File: config.mk
export PLATFORM = sky130hd
export DESIGN_NAME = uart_mode_ctrl
export DESIGN_NICKNAME = d
export VERILOG_FILES = /design/src/rtl/uart_mode_ctrl.sv
export SDC_FILE = /design/constraint.sdc
export NUM_CORES = 1
export LEC_CHECK = 0
export CORE_ASPECT_RATIO = 0.5
export CORE_MARGIN = 5
export CORE_UTILIZATION = 29
export CTS_BUF_LIST = sky130_fd_sc_hd__clkbuf_16
export DETAILED_ROUTE_END_ITERATION = 10
export PLACE_DENSITY_LB_ADDON = 0.12
export RECOVER_POWER = 100
export SLEW_MARGIN = 20
export SYNTH_ARGS = -nofsm -noshare
export SYNTH_HDL_FRONTEND = slang
export SYNTH_SLANG_ARGS = --single-unit
File: constraint.sdc
create_clock -name m_clk -period 8.2 [get_ports m_clk]
set_input_delay 2.05 -clock m_clk [delete_from_list [all_inputs] [get_ports m_clk]]
set_output_delay 2.05 -clock m_clk [all_outputs]
set_load 0.02 [all_outputs]
File: src/rtl/uart_mode_ctrl.sv
`default_nettype none
// ============================================================================
// Module      : uart_mode_ctrl
// Description : UART mode/baud controller. Host writes land in shadow
//               registers and are committed to the active configuration only
//               while the serial line is idle. Generates the oversample and
//               bit strobes used by the TX/RX datapaths.
// Revision    : 1.0 - initial release
// ============================================================================
module uart_mode_ctrl #(
    parameter int                ADDR_W   = 8,
    parameter logic [ADDR_W-1:0] MDR_ADDR = 8'h04,
    parameter logic [ADDR_W-1:0] DLL_ADDR = 8'h05,
    parameter logic [ADDR_W-1:0] DLM_ADDR = 8'h06,
    parameter logic [ADDR_W-1:0] STS_ADDR = 8'h07,
    parameter int                DIV_W    = 16,
    parameter int                BASE_DIV = 26
) (
    input  logic              m_clk,
    input  logic              reset_n,
    input  logic [ADDR_W-1:0] address,
    input  logic              wr_en,
    input  logic              rd_en,
    input  logic [7:0]        data_in,
    output logic [7:0]        rd_data,
    input  logic              line_idle,
    output logic [1:0]        osm_sel,
    output logic [2:0]        br_sel,
    output logic [DIV_W-1:0]  div_active,
    output logic              sample_tick,
    output logic              bit_tick,
    output logic              cfg_pending
);

    localparam logic [DIV_W-1:0] c_base   = DIV_W'(BASE_DIV);
    localparam logic [15:0]      c_base16 = 16'(BASE_DIV);
    localparam logic [DIV_W-1:0] c_one    = {{(DIV_W-1){1'b0}}, 1'b1};

    // Effective divisor: preset ladder or custom latch, with 0 promoted to 1
    function automatic logic [DIV_W-1:0] eff_div(input logic [2:0]  br,
                                                 input logic [15:0] cust);
        logic [DIV_W-1:0] d;
        if (br == 3'd7) begin
            d = DIV_W'(cust);
        end else begin
            d = c_base >> br;
        end
        if (d == '0) begin
            d = c_one;
        end
        return d;
    endfunction

    // Shadow (host-visible) configuration
    logic [7:0]       r_sh_mdr;
    logic [7:0]       r_dll;
    logic [7:0]       r_dlm;
    logic             r_dl_lock;
    logic             r_pend;
    // Active configuration
    logic [1:0]       r_act_osm;
    logic [2:0]       r_act_br;
    logic             r_act_ten;
    logic [DIV_W-1:0] r_div_act;
    // Tick generation
    logic [DIV_W-1:0] r_pcnt;
    logic [3:0]       r_ocnt;
    logic [7:0]       r_rd_data;

    logic             w_cfg_wr;
    logic             w_commit;
    logic [DIV_W-1:0] w_sh_div;
    logic [3:0]       w_osr_m1;
    logic             w_sample;
    logic             w_bit;
    logic [7:0]       w_rd_mux;

    assign w_cfg_wr = wr_en && ((address == MDR_ADDR) ||
                                (address == DLL_ADDR) ||
                                (address == DLM_ADDR));
    // A config write in the same cycle defers the commit so the shadow is
    // never copied while it is being modified.
    assign w_commit = r_pend && line_idle && !r_dl_lock && !w_cfg_wr;
    assign w_sh_div = eff_div(r_sh_mdr[4:2], {r_dlm, r_dll});

    // Oversampling ratio minus one for the active mode
    always_comb begin
        w_osr_m1 = 4'd15;
        case (r_act_osm)
            2'b00:   w_osr_m1 = 4'd12;
            2'b10:   w_osr_m1 = 4'd7;
            default: w_osr_m1 = 4'd15;
        endcase
    end

    assign w_sample = r_act_ten && (r_pcnt == (r_div_act - c_one));
    assign w_bit    = w_sample && (r_ocnt == w_osr_m1);

    // Read mux over shadow values and status
    always_comb begin
        w_rd_mux = 8'h00;
        if (address == MDR_ADDR) begin
            w_rd_mux = r_sh_mdr;
        end else if (address == DLL_ADDR) begin
            w_rd_mux = r_dll;
        end else if (address == DLM_ADDR) begin
            w_rd_mux = r_dlm;
        end else if (address == STS_ADDR) begin
            w_rd_mux = {6'b0, r_dl_lock, r_pend};
        end
    end

    // Shadow registers, divisor lock and pending flag
    always_ff @(posedge m_clk or negedge reset_n) begin
        if (!reset_n) begin
            r_sh_mdr  <= 8'h00;
            r_dll     <= c_base16[7:0];
            r_dlm     <= c_base16[15:8];
            r_dl_lock <= 1'b0;
            r_pend    <= 1'b0;
        end else begin
            if (wr_en) begin
                if (address == MDR_ADDR) begin
                    r_sh_mdr <= {data_in[7], 2'b00, data_in[4:0]};
                end else if (address == DLL_ADDR) begin
                    r_dll     <= data_in;
                    r_dl_lock <= 1'b1;
                end else if (address == DLM_ADDR) begin
                    r_dlm     <= data_in;
                    r_dl_lock <= 1'b0;
                end
            end
            if (w_cfg_wr) begin
                r_pend <= 1'b1;
            end else if (w_commit) begin
                r_pend <= 1'b0;
            end
        end
    end

    // Copy shadow to active configuration on commit
    always_ff @(posedge m_clk or negedge reset_n) begin
        if (!reset_n) begin
            r_act_osm <= 2'b00;
            r_act_br  <= 3'd0;
            r_act_ten <= 1'b0;
            r_div_act <= c_base;
        end else if (w_commit) begin
            r_act_osm <= r_sh_mdr[1:0];
            r_act_br  <= r_sh_mdr[4:2];
            r_act_ten <= r_sh_mdr[7];
            r_div_act <= w_sh_div;
        end
    end

    // Prescaler and oversample counters; restart from zero on every commit
    always_ff @(posedge m_clk or negedge reset_n) begin
        if (!reset_n) begin
            r_pcnt <= '0;
            r_ocnt <= 4'd0;
        end else if (w_commit || !r_act_ten) begin
            r_pcnt <= '0;
            r_ocnt <= 4'd0;
        end else if (w_sample) begin
            r_pcnt <= '0;
            r_ocnt <= (r_ocnt == w_osr_m1) ? 4'd0 : r_ocnt + 4'd1;
        end else begin
            r_pcnt <= r_pcnt + c_one;
        end
    end

    // Registered read data, held between reads
    always_ff @(posedge m_clk or negedge reset_n) begin
        if (!reset_n) begin
            r_rd_data <= 8'h00;
        end else if (rd_en) begin
            r_rd_data <= w_rd_mux;
        end
    end

    assign rd_data     = r_rd_data;
    assign osm_sel     = r_act_osm;
    assign br_sel      = r_act_br;
    assign div_active  = r_div_act;
    assign sample_tick = w_sample;
    assign bit_tick    = w_bit;
    assign cfg_pending = r_pend;

endmodule
`default_nettype wire

* Word level (Yosys, flattened, before mapping)
Index checks and enable logic that the tools add are counted.
Word-level totals: register bits after elaboration 74, output and inout port bits 32, word-level logic and storage cells 63
Cells by class: add/sub/neg operators 3, eq/ne operators 8, shifts and indexed selects 1, multiplexer cells 16, bitwise gates (word level) 2, reductions and logical operators 21
Operators by type and width (count):
- 16-bit 2-to-1 mux | 4
- 8-bit by 3-bit equality test with 1-bit output (second input constant) | 4
- 8-bit 2-to-1 mux | 3
- 16-bit by 1-bit adder with 16-bit output (second input constant) | 1
- 16-bit equality test | 1
- 16-bit zero test | 1
- 5-bit by 3-bit right shift with 16-bit output (first input constant) | 1
- 16-bit by 1-bit subtractor with 16-bit output (second input constant) | 1
- 4-bit 2-to-1 mux | 3
- 4-bit one-hot mux with 2 select lines | 1
- 1-bit logical AND | 6
- 3-bit AND reduction | 2
- 2-bit nonzero test | 3
- 4-bit by 1-bit adder with 4-bit output (second input constant) | 1
- 4-bit equality test | 1
- 1-bit 2-to-1 mux | 4
- 4-bit AND reduction | 1
- 3-bit equality test (second input constant) | 1
- 1-bit zero test | 3
- 1-bit logical OR | 3
- 2-bit equality test (second input constant) | 1
- 2-bit zero test | 1
- 2-bit 2-to-1 mux | 1
- 1-bit inverter | 2
- 2-bit AND reduction | 1

* Depth between registers and ports, before layout
Gate-level depths: netlist (run 1).
depth in word-level cells 8, depth in mapped cells 12

* Worst setup path after synthesis (run 1)
OpenSTA, ideal clock, no wires.
kind reg-to-output, start point register r_div_act[0] (netlist: div_active[0]), end point output bit_tick, arrival time 3.176 ns, required time 6.150 ns, path slack 2.974 ns, stages on the path, launching flop included 12, cell sequence dfrtp_1 > inv_1 > ha_1 > or4b_1 > buf_2 > nor4_1 > xnor2_1 > a22oi_1 > or4_1 > buf_2 > nor2_1 > and3_1
On the way: longest elaborated chain between the ends 4
Ends and longest elaborated chain:
- start: declaration | line 64 | logic [DIV_W-1:0] r_div_act;
- start signal: assignment | line 147 | r_div_act <= c_base;
- start signal: assignment | line 152 | r_div_act <= w_sh_div;
- 16-bit by 1-bit subtractor with 16-bit output | line 96 | assign w_sample = r_act_ten && (r_pcnt == (r_div_act - c_one));
- 16-bit equality test | line 96
- 1-bit logical AND | line 96
- named net sample_tick | line 30 | output logic sample_tick,
- 1-bit logical AND | line 97 | assign w_bit = w_sample && (r_ocnt == w_osr_m1);
- end: declaration | line 31 | output logic bit_tick,
The timed path passes the listed nets, and every way through them passes these cells.

* Worst setup path in the final report (run 1)
start point input address[3], end point register r_pcnt[9]
On the way: longest elaborated chain between the ends 8
Ends and longest elaborated chain:
- start: declaration | line 21 | input logic [ADDR_W-1:0] address,
- 8-bit by 3-bit equality test with 1-bit output (on tied branches) | line 78, 79
- 1-bit logical OR | line 78 | assign w_cfg_wr = wr_en && ((address == MDR_ADDR) ||
- 1-bit logical OR (*) | line 79 | (address == DLL_ADDR) ||
- 1-bit logical AND (*) | line 78
- 1-bit zero test (*) | line 83 | assign w_commit = r_pend && line_idle && !r_dl_lock && !w_cfg_wr;
- 1-bit logical AND (*) | line 83
- 1-bit logical OR (*) | line 161 | end else if (w_commit || !r_act_ten) begin
- 16-bit 2-to-1 mux (*) | line 161
- end signal: assignment | line 168 | r_pcnt <= r_pcnt + c_one;
- end: declaration | line 66 | logic [DIV_W-1:0] r_pcnt;
Every way passes the cells marked *; elsewhere a longest branch is shown, timed or not. A chain may end at the register's enable or synchronous reset.

==> results of run 1 <==
area by class of cell:
type	count	area, um^2	area share
repair buffers	53	518	0.105
multi-input cells	310	1960	0.399
clock buffers	9	225	0.0459
flip-flops and latches	74	1860	0.379
inverters	14	52.6	0.0107
well taps	176	220	0.0448
clock inverters	7	76.3	0.0155
registers in the layout, summed over array words and instances (netlist names), 2 cells and up:
name,count
rd_data,8
r_ocnt,4
osm_sel,2
r_pcnt,16
r_dlm,8
r_dll,8
div_active,16
r_sh_mdr,6
br_sel,3
power by group:
part	leakage [uW]	total [uW]	internal [uW]	switching (uW)
Combinational	0.00110	75.9	34.3	41.6
Clock	0.000142	404	238	166
Sequential	0.000990	392	377	14.6
placed cells by master, fill, tap and decap left out, types with 6 or more instances in the layout:
master / count
a21oi_1: 16
clkdlybuf4s50_1: 18
nand2_1: 57
xor2_1: 20
dlygate4sd3_1: 33
and3_1: 7
nor2_1: 33
nor4_1: 9
inv_1: 14
xnor2_1: 10
dfrtp_1: 68
ha_1: 6
mux2_2: 20
nand4_1: 6
o21ai_0: 20
nor3_1: 12
clkbuf_16: 9
dfstp_2: 6
nand3_1: 29
cells by family (layout without fill, tap and decap cells):
family          Yosys count  count (layout)  share of synthesized area
compound gates           59              59                     0.0945
xor+xnor                 30              30                     0.0659
fa+ha+maj                 6               6                     0.0188
buf+inv                  37              83                     0.0377
flops                    74              74                      0.467
mux                      26              26                     0.0779
simple gates            189             189                      0.239
worst max path at each step:
stage,from,to,slack [ns],cells after the start
6_report,address[3],r_pcnt[9],2.18,7
5_1_grt,address[3],r_pcnt[6],1.79,7
4_1_cts,div_active[0],bit_tick,2.20,10
3_5_place_dp,div_active[0],bit_tick,2.58,10
3_3_place_gp,div_active[0],bit_tick,2.65,10
2_1_floorplan,div_active[0],bit_tick,2.97,11
synth_stat cells, types with 9 or more instances:
cell      instances  share of area
xor2_1           20          0.044
nand3_1          29          0.036
nor2_1           33          0.031
a21oi_1          16          0.020
nor3_1           11          0.014
xnor2_1          10          0.022
nor4_1            9          0.014
nand2_1          57          0.054
clkbuf_1         18          0.017
dfrtp_1          68           0.43
inv_1            14          0.013
o21ai_0          19          0.024
mux2_2           20          0.057
routing by layer:
layer | global-route usage | up-vias | wire, um
li1 | - | 1575 | -
met1 | 0.193 | 1547 | 5240
met2 | 0.198 | 58 | 4680
met3 | 0.0351 | 9 | 430
met4 | 0.0415 | 0 | 119
met5 | 0 | - | 0
tightest hold or removal path, delay by kind of cell, from the launching register on:
| family | cells | cell delay, ns |
|---|---|---|
| DFF | 1 | 0.34 |
| and+or+nand+nor | 2 | 0.10 |
per-stage QoR:
stage	util	worst slack (ns)	instance area, um^2	std cells
global placement	0.343	2.65	4630	627
global route	0.363	1.79	4910	643
finish	0.363	2.18	4910	643
floorplan	-	2.97	3990	421
CTS	0.365	2.20	4930	643
detailed placement	0.343	2.58	4630	627
==> impl_metrics.sql, run 1 <==
INSERT INTO impl_metrics (metric_group, metric, value, unit) VALUES
('die', 'die-area', '16300', 'um^2'),
('clock_network', 'clock_sink_count', '74', ''),
('sta', 'final-setup-viol-count', '0', ''),
('sta', 'hold_viol', '0', ''),
('detailed_routing', 'initial_drt_markers', '118', ''),
('grt', 'first_global_vias', '3060', ''),
('placement', 'globalplace.congestion', '0.749', ''),
('clock_network', 'postCtsHoldBufs', '0', ''),
('sta', 'setup_total_negative_slack', '0', 'ns'),
('layout', 'area_growth', '23.2', '%'),
('yosys', 'mappedNetlistNets', '448', ''),
('critical_path', 'critical_path.max_stage_delay', '0.89', 'ns'),
('clock_network', 'clock_path_buffers', '2', ''),
('layout', 'fillers', '1391', ''),
('hold_path', 'worst_hold_path.endpoint', 'br_sel[2]', ''),
('yosys', 'synth_async_sr_flop_share', '1.00', ''),
('yosys', 'synth_edf_count', '0', ''),
('critical_path', 'reg2reg_slack', '3.82', 'ns'),
('grt', 'gr-total-overflow', '0', ''),
('outcome', 'violations', 'max-capacitance violations, max-slew violations', ''),
('sta', 'worst_hold_slack', '0.471', 'ns'),
('critical_path', 'cp.buffers_inverters', '1', ''),
('critical_path', 'crit_path_top_delay_cell', 'a31o_1', ''),
('sta', 'timing.clock.skew', '0.00964', 'ns'),
('detailed_routing', 'route.detailed.drc', '0', ''),
('placement', 'portBuffers', '52', ''),
('yosys', 'yosysWarnings', '0', ''),
('clock_network', 'cts.reportedPaths.clkPinSlew', '0.06', 'ns'),
('job', 'max_cap_violations', '2', ''),
('grt', 'antenna_found_initial', '0', ''),
('critical_path', 'worst_setup_path_end_kind', 'register', ''),
('layout', 'layout-drive-gt1-share', '0.107', ''),
('critical_path', 'critical_path.max_fanout', '27', ''),
('outcome', 'outcome', 'complete, but fails checks', ''),
('layout', 'diodes', '0', ''),
('placement', 'detailedPlacementHpwl', '7.59', 'mm'),
('die', 'chipHeight', '92.9', 'um'),
('clock_network', 'ctsRootBufferMaster', 'clkbuf_16', ''),
('clock_network', 'cts_buffers', '9', ''),
('die', 'floorplan.io_pins', '53', ''),
('grt', 'grt_max_degree', '75', ''),
('sta', 'slew-limit-headroom', '-1.67', ''),
('critical_path', 'critical_path_required', '8.44', 'ns'),
('detailed_routing', 'firstDrtPassIters', '4', ''),
('yosys', 'yosys.cell_types.count', '53', ''),
('yosys', 'netlist_area', '3990', 'um^2'),
('critical_path', 'ff2ff_path_depth', '9', ''),
('critical_path', 'path_cells', 'dlygate4sd3_1 -> or4b_2 -> nor3_1 -> a31o_1 -> and2_0 -> o21ai_0 -> nor2_1', ''),
('clock_network', 'cts_tree', 'yes', ''),
('detailed_routing', 'postRouteWirelength', '10.5', 'mm'),
('hold_path', 'timing.hold.worst_path_depth', '2', ''),
('detailed_routing', 'drtAntennaViolNets', '0', ''),
('grt', 'grt_first_pass_wirelength', '17.2', 'mm'),
('detailed_routing', 'post_drt_wl_per_cell', '16.3', 'um'),
('yosys', 'register_area_share_after_synthesis', '0.467', ''),
('critical_path', 'regToRegStartpoint', 'div_active[0]', ''),
('grt', 'grt_util_all_layers', '0.135', ''),
('yosys', 'synth_top_flop_cell', 'dfrtp_1', ''),
('die', 'floorplan.rows', '30', ''),
('sta', 'tightestPinTransition', '4.00', 'ns'),
('critical_path', 'r2r_end', 'r_pcnt[9]', ''),
('clock_network', 'h-tree-depth', '3', ''),
('sta', 'period_minus_slack', '6.02', 'ns'),
('power', 'power_per_cell_area', '177', 'nW/um^2'),
('clock_network', 'post_cts.repair.setup_buffers', '0', ''),
('clock_network', 'cts.repair.resized', '0', ''),
('critical_path', 'worst_path_arrival_time', '6.26', 'ns'),
('detailed_routing', 'detail_route.vias_per_cell', '4.96', ''),
('clock_network', 'worst_skew_pair.late_latency', '0.34', 'ns'),
('sta', 'report.final.slew_viol_count', '92', ''),
('critical_path', 'critical_path.startpoint_type', 'primary input', '');
Power figures use the tool's default switching activity.
==> inputs of run 2 (changes only) <==
clock period = 5.2 ns   (was 8.2 ns; I/O delays follow)
==> run 2 against run 1 <==
The flow still finishes with violations (max-capacitance violations, max-slew violations). Core utilization grew 0.32 points. Wire length decreased by 0.70%. Non-clock buffer count grew 3. Clock skew down 0.0025 ns. Sequential power is 58% higher. Critical path depth up 3. First-iteration DRC count grew 71%. Combinational power grew 62%. Worst setup slack lost 1.8 ns. Worst hold slack improved by 0.0015 ns. Flip-flop and latch count unchanged. Sequential share of layout area fell by 0.33 points. Critical endpoint is now bit_tick. Largest cell class unchanged.
==> impl_metrics.sql, run 2 (synthesis results as in run 1) <==
INSERT INTO impl_metrics (metric_group, metric, value, unit) VALUES
('critical_path', 'critical_path.startpoint_type', 'register', ''),
('power', 'power.leakage', '0.00226', 'uW'),
('clock_network', 'worst_skew_pair.late_latency', '0.33', 'ns'),
('layout', 'final_common_cell', 'dfrtp_1', ''),
('placement', 'portBuffers', '52', ''),
('detailed_routing', 'postRouteWirelength', '10.4', 'mm'),
('detailed_routing', 'post_drt_wl_per_cell', '16.1', 'um'),
('sta', 'hold_viol', '0', ''),
('grt', 'first_global_vias', '3111', ''),
('clock_network', 'h-tree-depth', '3', ''),
('layout', 'layout-drive-gt1-share', '0.113', ''),
('clock_network', 'cts.reportedPaths.clkPinSlew', '0.06', 'ns'),
('detailed_routing', 'route.detailed.drc', '0', ''),
('layout', 'finish.cell_count_without_fillers', '646', ''),
('layout', 'diodes', '0', ''),
('die', 'fp.coreArea', '13500', 'um^2'),
('layout', 'layout.nets', '492', ''),
('clock_network', 'clock_path_buffers', '2', ''),
('sta', 'report.final.slew_viol_count', '75', ''),
('grt', 'grt_max_degree', '75', ''),
('die', 'chipHeight', '92.9', 'um'),
('die', 'floorplan.rows', '30', ''),
('hold_path', 'timing.hold.worst_path_depth', '2', ''),
('layout', 'area_growth', '24.3', '%'),
('job', 'max_cap_violations', '1', ''),
('grt', 'gr-total-overflow', '0', ''),
('power', 'ir_drop', '0.000158', 'V'),
('layout', 'leading_cell_types_in_the_layout_fill_and_taps_excluded', '68 x dfrtp_1, 57 x nand2_1, 33 x nor2_1, 32 x dlygate4sd3_1, 29 x nand3_1', ''),
('clock_network', 'ctsRootBufferMaster', 'clkbuf_16', ''),
('grt', 'grt_util_all_layers', '0.134', ''),
('critical_path', 'worst_path_arrival_time', '3.56', 'ns'),
('critical_path', 'critical_path_required', '3.90', 'ns'),
('sta', 'slew-limit-headroom', '-1.24', ''),
('power', 'power_per_cell_area', '281', 'nW/um^2'),
('sta', 'rsz_0062_raised_after_global_routing', 'no', ''),
('die', 'die-area', '16300', 'um^2'),
('detailed_routing', 'initial_drt_markers', '202', ''),
('sta', 'final-setup-viol-count', '0', ''),
('placement', 'number_of_placed_instances_with_taps_included', '630', ''),
('hold_path', 'hold_path_class', 'register to register', ''),
('sta', 'period_minus_slack', '4.86', 'ns'),
('detailed_routing', 'firstDrtPassIters', '4', ''),
('grt', 'grt_first_pass_wirelength', '17.3', 'mm'),
('grt', 'antenna_found_initial', '0', ''),
('layout', 'layout.core_utilization', '0.367', ''),
('placement', 'detailedPlacementHpwl', '7.61', 'mm'),
('detailed_routing', 'dr_total_vias', '3192', ''),
('die', 'floorplan.die.width', '176', 'um'),
('sta', 'tightestPinTransition', '3.36', 'ns'),
('outcome', 'outcome', 'complete, but fails checks', ''),
('critical_path', 'ff2ff_path_depth', '10', ''),
('clock_network', 'cts_buffers', '9', ''),
('detailed_routing', 'detail_route.vias_per_cell', '4.94', ''),
('placement', 'globalplace.congestion', '0.796', ''),
('clock_network', 'clock_sink_count', '74', ''),
('sta', 'timing.clock.skew', '0.00714', 'ns'),
('clock_network', 'cts_tree', 'yes', ''),
('critical_path', 'worst_setup_path_end_kind', 'primary output', ''),
('power', 'p_total', '1390', 'uW'),
('sta', 'highest_clock_frequency_the_design_can_meet', '206', 'MHz'),
('detailed_routing', 'drtAntennaViolNets', '0', ''),
('die', 'initial_core_util', '0.295', ''),
('critical_path', 'timing_worst_setup_path_type', 'register to primary output', ''),
('critical_path', 'critical_path.max_fanout', '8', ''),
('sta', 'setup_total_negative_slack', '0', 'ns'),
('outcome', 'violations', 'max-capacitance violations, max-slew violations', ''),
('die', 'floorplan.io_pins', '53', ''),
('sta', 'final_min_period_over_clock_period', '0.934', '');
==> run 2: area by class of cell <==
class | instances | area, um^2
Timing Repair Buffer | 56 | 539
Clock inverter | 7 | 85.1
Inverter | 14 | 52.6
Multi-Input combinational cell | 310 | 1970
Fill cell | 1377 | 8560
Tap cell | 176 | 220
Sequential cell | 74 | 1860
Clock buffer | 9 | 225
==> run 2: worst paths after layout <==
check,from,endpoint,slack [ns]
min in group asynchronous,reset_n,rd_data[5],2.21
max in group asynchronous,reset_n,r_pcnt[5],1.09
min,br_sel[2],br_sel[2],0.47
min reg2reg,br_sel[2],br_sel[2],0.47
max,div_active[0],bit_tick,0.34
max reg2reg,div_active[0],r_pcnt[6],1.88
==> run 2: per-layer routing <==
metal  track usage  vias to the layer above  wire length, um
met3        0.0290                        9              376
met2         0.204                       51             4660
li1              -                     1581                -
met1         0.194                     1551             5250
met4        0.0357                        0              104
met5             0                        -                0
==> run 2: repair_timing <==
item	in CTS	in global routing
setup buffers	0	0
resized for setup	0	2
hold buffers	0	0
setup endpoints to repair	0	2
==> run 2: critical path: stages, from the launching register on <==
cell and delay, ns:
dfrtp_1 0.43, inv_1 0.10, ha_1 0.21, or4b_4 0.54, nor4_2 0.23, xnor2_1 0.16
a22oi_1 0.13, or4_1 0.53, nor2_1 0.13, and3_1 0.16, clkdlybuf4s50_1 0.60
==> run 2: where the power goes <==
group / total (uW) / internal [uW] / leakage (uW) / switching [uW]
combinational: 123 / 54.8 / 0.00111 / 67.9
clock: 654 / 415 / 0.000154 / 239
sequential: 618 / 595 / 0.000990 / 22.5
==> run 2: metrics by stage <==
stage / cell area (um^2) / hold WS (ns) / setup WS [ns]
after floorplan: 3990 / 0.452 / 0.724
after global placement: 4660 / 0.462 / 0.468
after detailed placement: 4660 / 0.463 / 0.441
after CTS: 4970 / 0.477 / 0.0700
after global routing: 4950 / 0.486 / 0.109
final: 4950 / 0.473 / 0.343
==> inputs of run 3 (changes only) <==
clock period = 4.2 ns   (was 5.2 ns; I/O delays follow)
==> run 3 against run 2 <==
Core utilization is 1.6 points higher. Global-route usage up 0.35 points. Clock-buffer cell count stayed put. Sequential power rose by 22%. Sequential share of layout area decreased by 1.6 points. Largest power group unchanged. Die area unchanged. Register-to-register slack got worse by 1.3 ns. Highest routed layer unchanged. Critical path depth increased by 1. Largest cell class unchanged. Worst setup slack worse by 0.15 ns. Clock power is 22% higher. The flow still finishes with violations (max-capacitance violations, max-slew violations).
==> impl_metrics.sql, run 3 (synthesis results as in run 1) <==
INSERT INTO impl_metrics (metric_group, metric, value, unit) VALUES
('layout', 'area_of_the_multi_input_gates', '2000', 'um^2'),
('critical_path', 'timing_worst_setup_path_type', 'register to primary output', ''),
('clock_network', 'worst_skew_pair.late_latency', '0.34', 'ns'),
('die', 'die-area', '16300', 'um^2'),
('layout', 'leading_cell_types_in_the_layout_fill_and_taps_excluded', '68 x dfrtp_1, 57 x nand2_1, 32 x nor2_1, 31 x dlygate4sd3_1, 29 x nand3_1', ''),
('sta', 'highest_clock_frequency_the_design_can_meet', '249', 'MHz'),
('outcome', 'outcome', 'complete, but fails checks', ''),
('detailed_routing', 'dr_total_vias', '3251', ''),
('detailed_routing', 'initial_drt_markers', '120', ''),
('detailed_routing', 'firstDrtPassIters', '5', ''),
('sta', 'tightestPinTransition', '1.90', 'ns'),
('critical_path', 'critical_path.startpoint_type', 'register', ''),
('power', 'ir_drop', '0.000160', 'V'),
('sta', 'final_min_period_over_clock_period', '0.955', ''),
('power', 'power.leakage', '0.00239', 'uW'),
('sta', 'hold_viol', '0', ''),
('grt', 'grt_util_all_layers', '0.138', ''),
('clock_network', 'cts_tree', 'yes', ''),
('clock_network', 'ctsRootBufferMaster', 'clkbuf_16', ''),
('critical_path', 'worstSetupStartpoint', 'div_active[0]', ''),
('detailed_routing', 'drtAntennaViolNets', '0', ''),
('die', 'floorplan.die.width', '176', 'um'),
('outcome', 'violations', 'max-capacitance violations, max-slew violations', ''),
('critical_path', 'regToRegStartpoint', 'div_active[0]', ''),
('placement', 'globalplace.congestion', '0.765', ''),
('critical_path', 'worst_path_arrival_time', '2.96', 'ns'),
('placement', 'number_of_placed_instances_with_taps_included', '656', ''),
('detailed_routing', 'postRouteWirelength', '10.8', 'mm'),
('critical_path', 'path_cells', 'inv_2 -> ha_4 -> or4b_4 -> nor4_1 -> buf_4 -> xnor2_1 -> a22oi_1 -> or4_4 -> nor2_4 -> and3_1 -> buf_6', ''),
('grt', 'first_global_vias', '3213', ''),
('clock_network', 'clock_path_buffers', '2', ''),
('critical_path', 'critical_path_required', '3.15', 'ns'),
('layout', 'fillers', '1374', ''),
('layout', 'layout.nets', '520', ''),
('hold_path', 'min-delay-start', 'br_sel[2]', ''),
('sta', 'slew-limit-headroom', '-0.267', ''),
('layout', 'layout.core_utilization', '0.383', ''),
('layout', 'final-seq-area', '1860', 'um^2'),
('sta', 'period_minus_slack', '4.01', 'ns'),
('sta', 'rsz_0062_raised_after_global_routing', 'no', ''),
('die', 'chipHeight', '92.9', 'um'),
('die', 'floorplan.io_pins', '53', ''),
('placement', 'detailedPlacementHpwl', '7.95', 'mm'),
('grt', 'gr-total-overflow', '0', ''),
('sta', 'final-setup-viol-count', '0', ''),
('grt', 'antenna_found_initial', '0', ''),
('critical_path', 'crit_path_top_delay_cell', 'or4_4', ''),
('job', 'max_cap_violations', '1', ''),
('critical_path', 'critical_path.max_fanout', '4', ''),
('layout', 'layout-drive-gt1-share', '0.181', ''),
('hold_path', 'hold_path_class', 'register to register', ''),
('critical_path', 'worst_setup_path_end_kind', 'primary output', ''),
('power', 'power_per_cell_area', '336', 'nW/um^2'),
('die', 'floorplan.rows', '30', ''),
('die', 'initial_core_util', '0.295', ''),
('layout', 'area_growth', '29.8', '%'),
('layout', 'diodes', '0', ''),
('grt', 'grt_max_degree', '75', ''),
('layout', 'finish.cell_count_without_fillers', '674', ''),
('die', 'fp.coreArea', '13500', 'um^2'),
('sta', 'timing.clock.skew', '0.00899', 'ns'),
('placement', 'portBuffers', '52', ''),
('clock_network', 'cts.reportedPaths.clkPinSlew', '0.06', 'ns'),
('detailed_routing', 'route.detailed.drc', '0', ''),
('clock_network', 'postCtsHoldBufs', '0', ''),
('layout', 'final_common_cell', 'dfrtp_1', ''),
('clock_network', 'h-tree-depth', '3', ''),
('clock_network', 'cts_buffers', '9', ''),
('detailed_routing', 'detail_route.vias_per_cell', '4.82', ''),
('detailed_routing', 'post_drt_wl_per_cell', '16.1', 'um'),
('sta', 'report.final.slew_viol_count', '75', ''),
('critical_path', 'critical_path.max_stage_delay', '0.52', 'ns'),
('clock_network', 'clock_sink_count', '74', ''),
('grt', 'grt_first_pass_wirelength', '17.6', 'mm');
## run 3: cell count changes in the layout (fill, tap and decap cells not counted), sizes merged
cell,delta
dlygate4sd3,-1
buf,+29
clkbuf,+2
bufinv,-1
inv,+1
clkdlybuf4s15,-1
clkdlybuf4s50,-1
clkinvlp,+1
clkinv,-1
## run 3: path summary, 6_finish.rpt
| kind | depth (start not counted) | slack [ns] | end |
|---|---|---|---|
| max | 11 | 0.19 | bit_tick |
| min | 2 | 0.47 | br_sel[2] |
| max reg2reg | 11 | 0.59 | r_pcnt[8] |
| min reg2reg | 2 | 0.47 | br_sel[2] |
| max in group asynchronous | 1 | 1.84 | r_pcnt[7] |
| min in group asynchronous | 1 | 1.22 | rd_data[5] |
## run 3: what timing repair did
| item | in CTS | in global routing |
|---|---|---|
| setup endpoints to repair | 2 | 2 |
| hold endpoints to repair | 0 | 0 |
| buffers inserted | 3 | 0 |
| pin swaps | 6 | 3 |
| resized for setup | 19 | 1 |
## run 3: power by group
group | switching, uW | internal, uW | leakage, uW
registers | 20.6 | 736 | 0.000990
logic | 97.3 | 84.0 | 0.00126
clock network | 337 | 465 | 0.000142
total | 455 | 1280 | 0.00239
## run 3: final cells by class
cell class	instances	share of cell area
well taps	176	0.0426
clock inverters	7	0.0148
flip-flops and latches	74	0.360
multi-input cells	310	0.387
repair buffers	84	0.143
clock buffers	9	0.0436
inverters	14	0.0102
## run 3: per-stage QoR
| stage | hold WS (ns) | total power, uW | setup TNS, ns | setup WS [ns] | area [um^2] |
|---|---|---|---|---|---|
| after floorplan | 0.452 | 857 | 0 | 0.0939 | 3990 |
| after CTS | 0.485 | 1770 | 0 | 0.00179 | 5200 |
| after detailed placement | 0.470 | 953 | -0.104 | -0.0826 | 4850 |
| after global routing | 0.496 | 1810 | 0 | 0.0399 | 5170 |
| after global placement | 0.465 | 953 | -0.0278 | -0.0278 | 4850 |
| final | 0.474 | 1740 | 0 | 0.191 | 5170 |
## run 3: worst max-delay path, delay by kind of cell, from the launching register on
family,cells,cell delay [ns]
DFF,1,0.39
xor gates and xnor gates,1,0.11
and+or+nand+nor,5,1.51
AOI/OAI and AO/OA,1,0.12
adders and majority gates,1,0.13
buffers and inverters,3,0.37
## run 3: layer usage
layer	vias to the layer above	GRT usage	routed length [um]
met5	-	0	0
met4	0	0.0331	99
met3	9	0.0326	257
met2	43	0.215	4830
met1	1569	0.194	5640
li1	1630	-	-
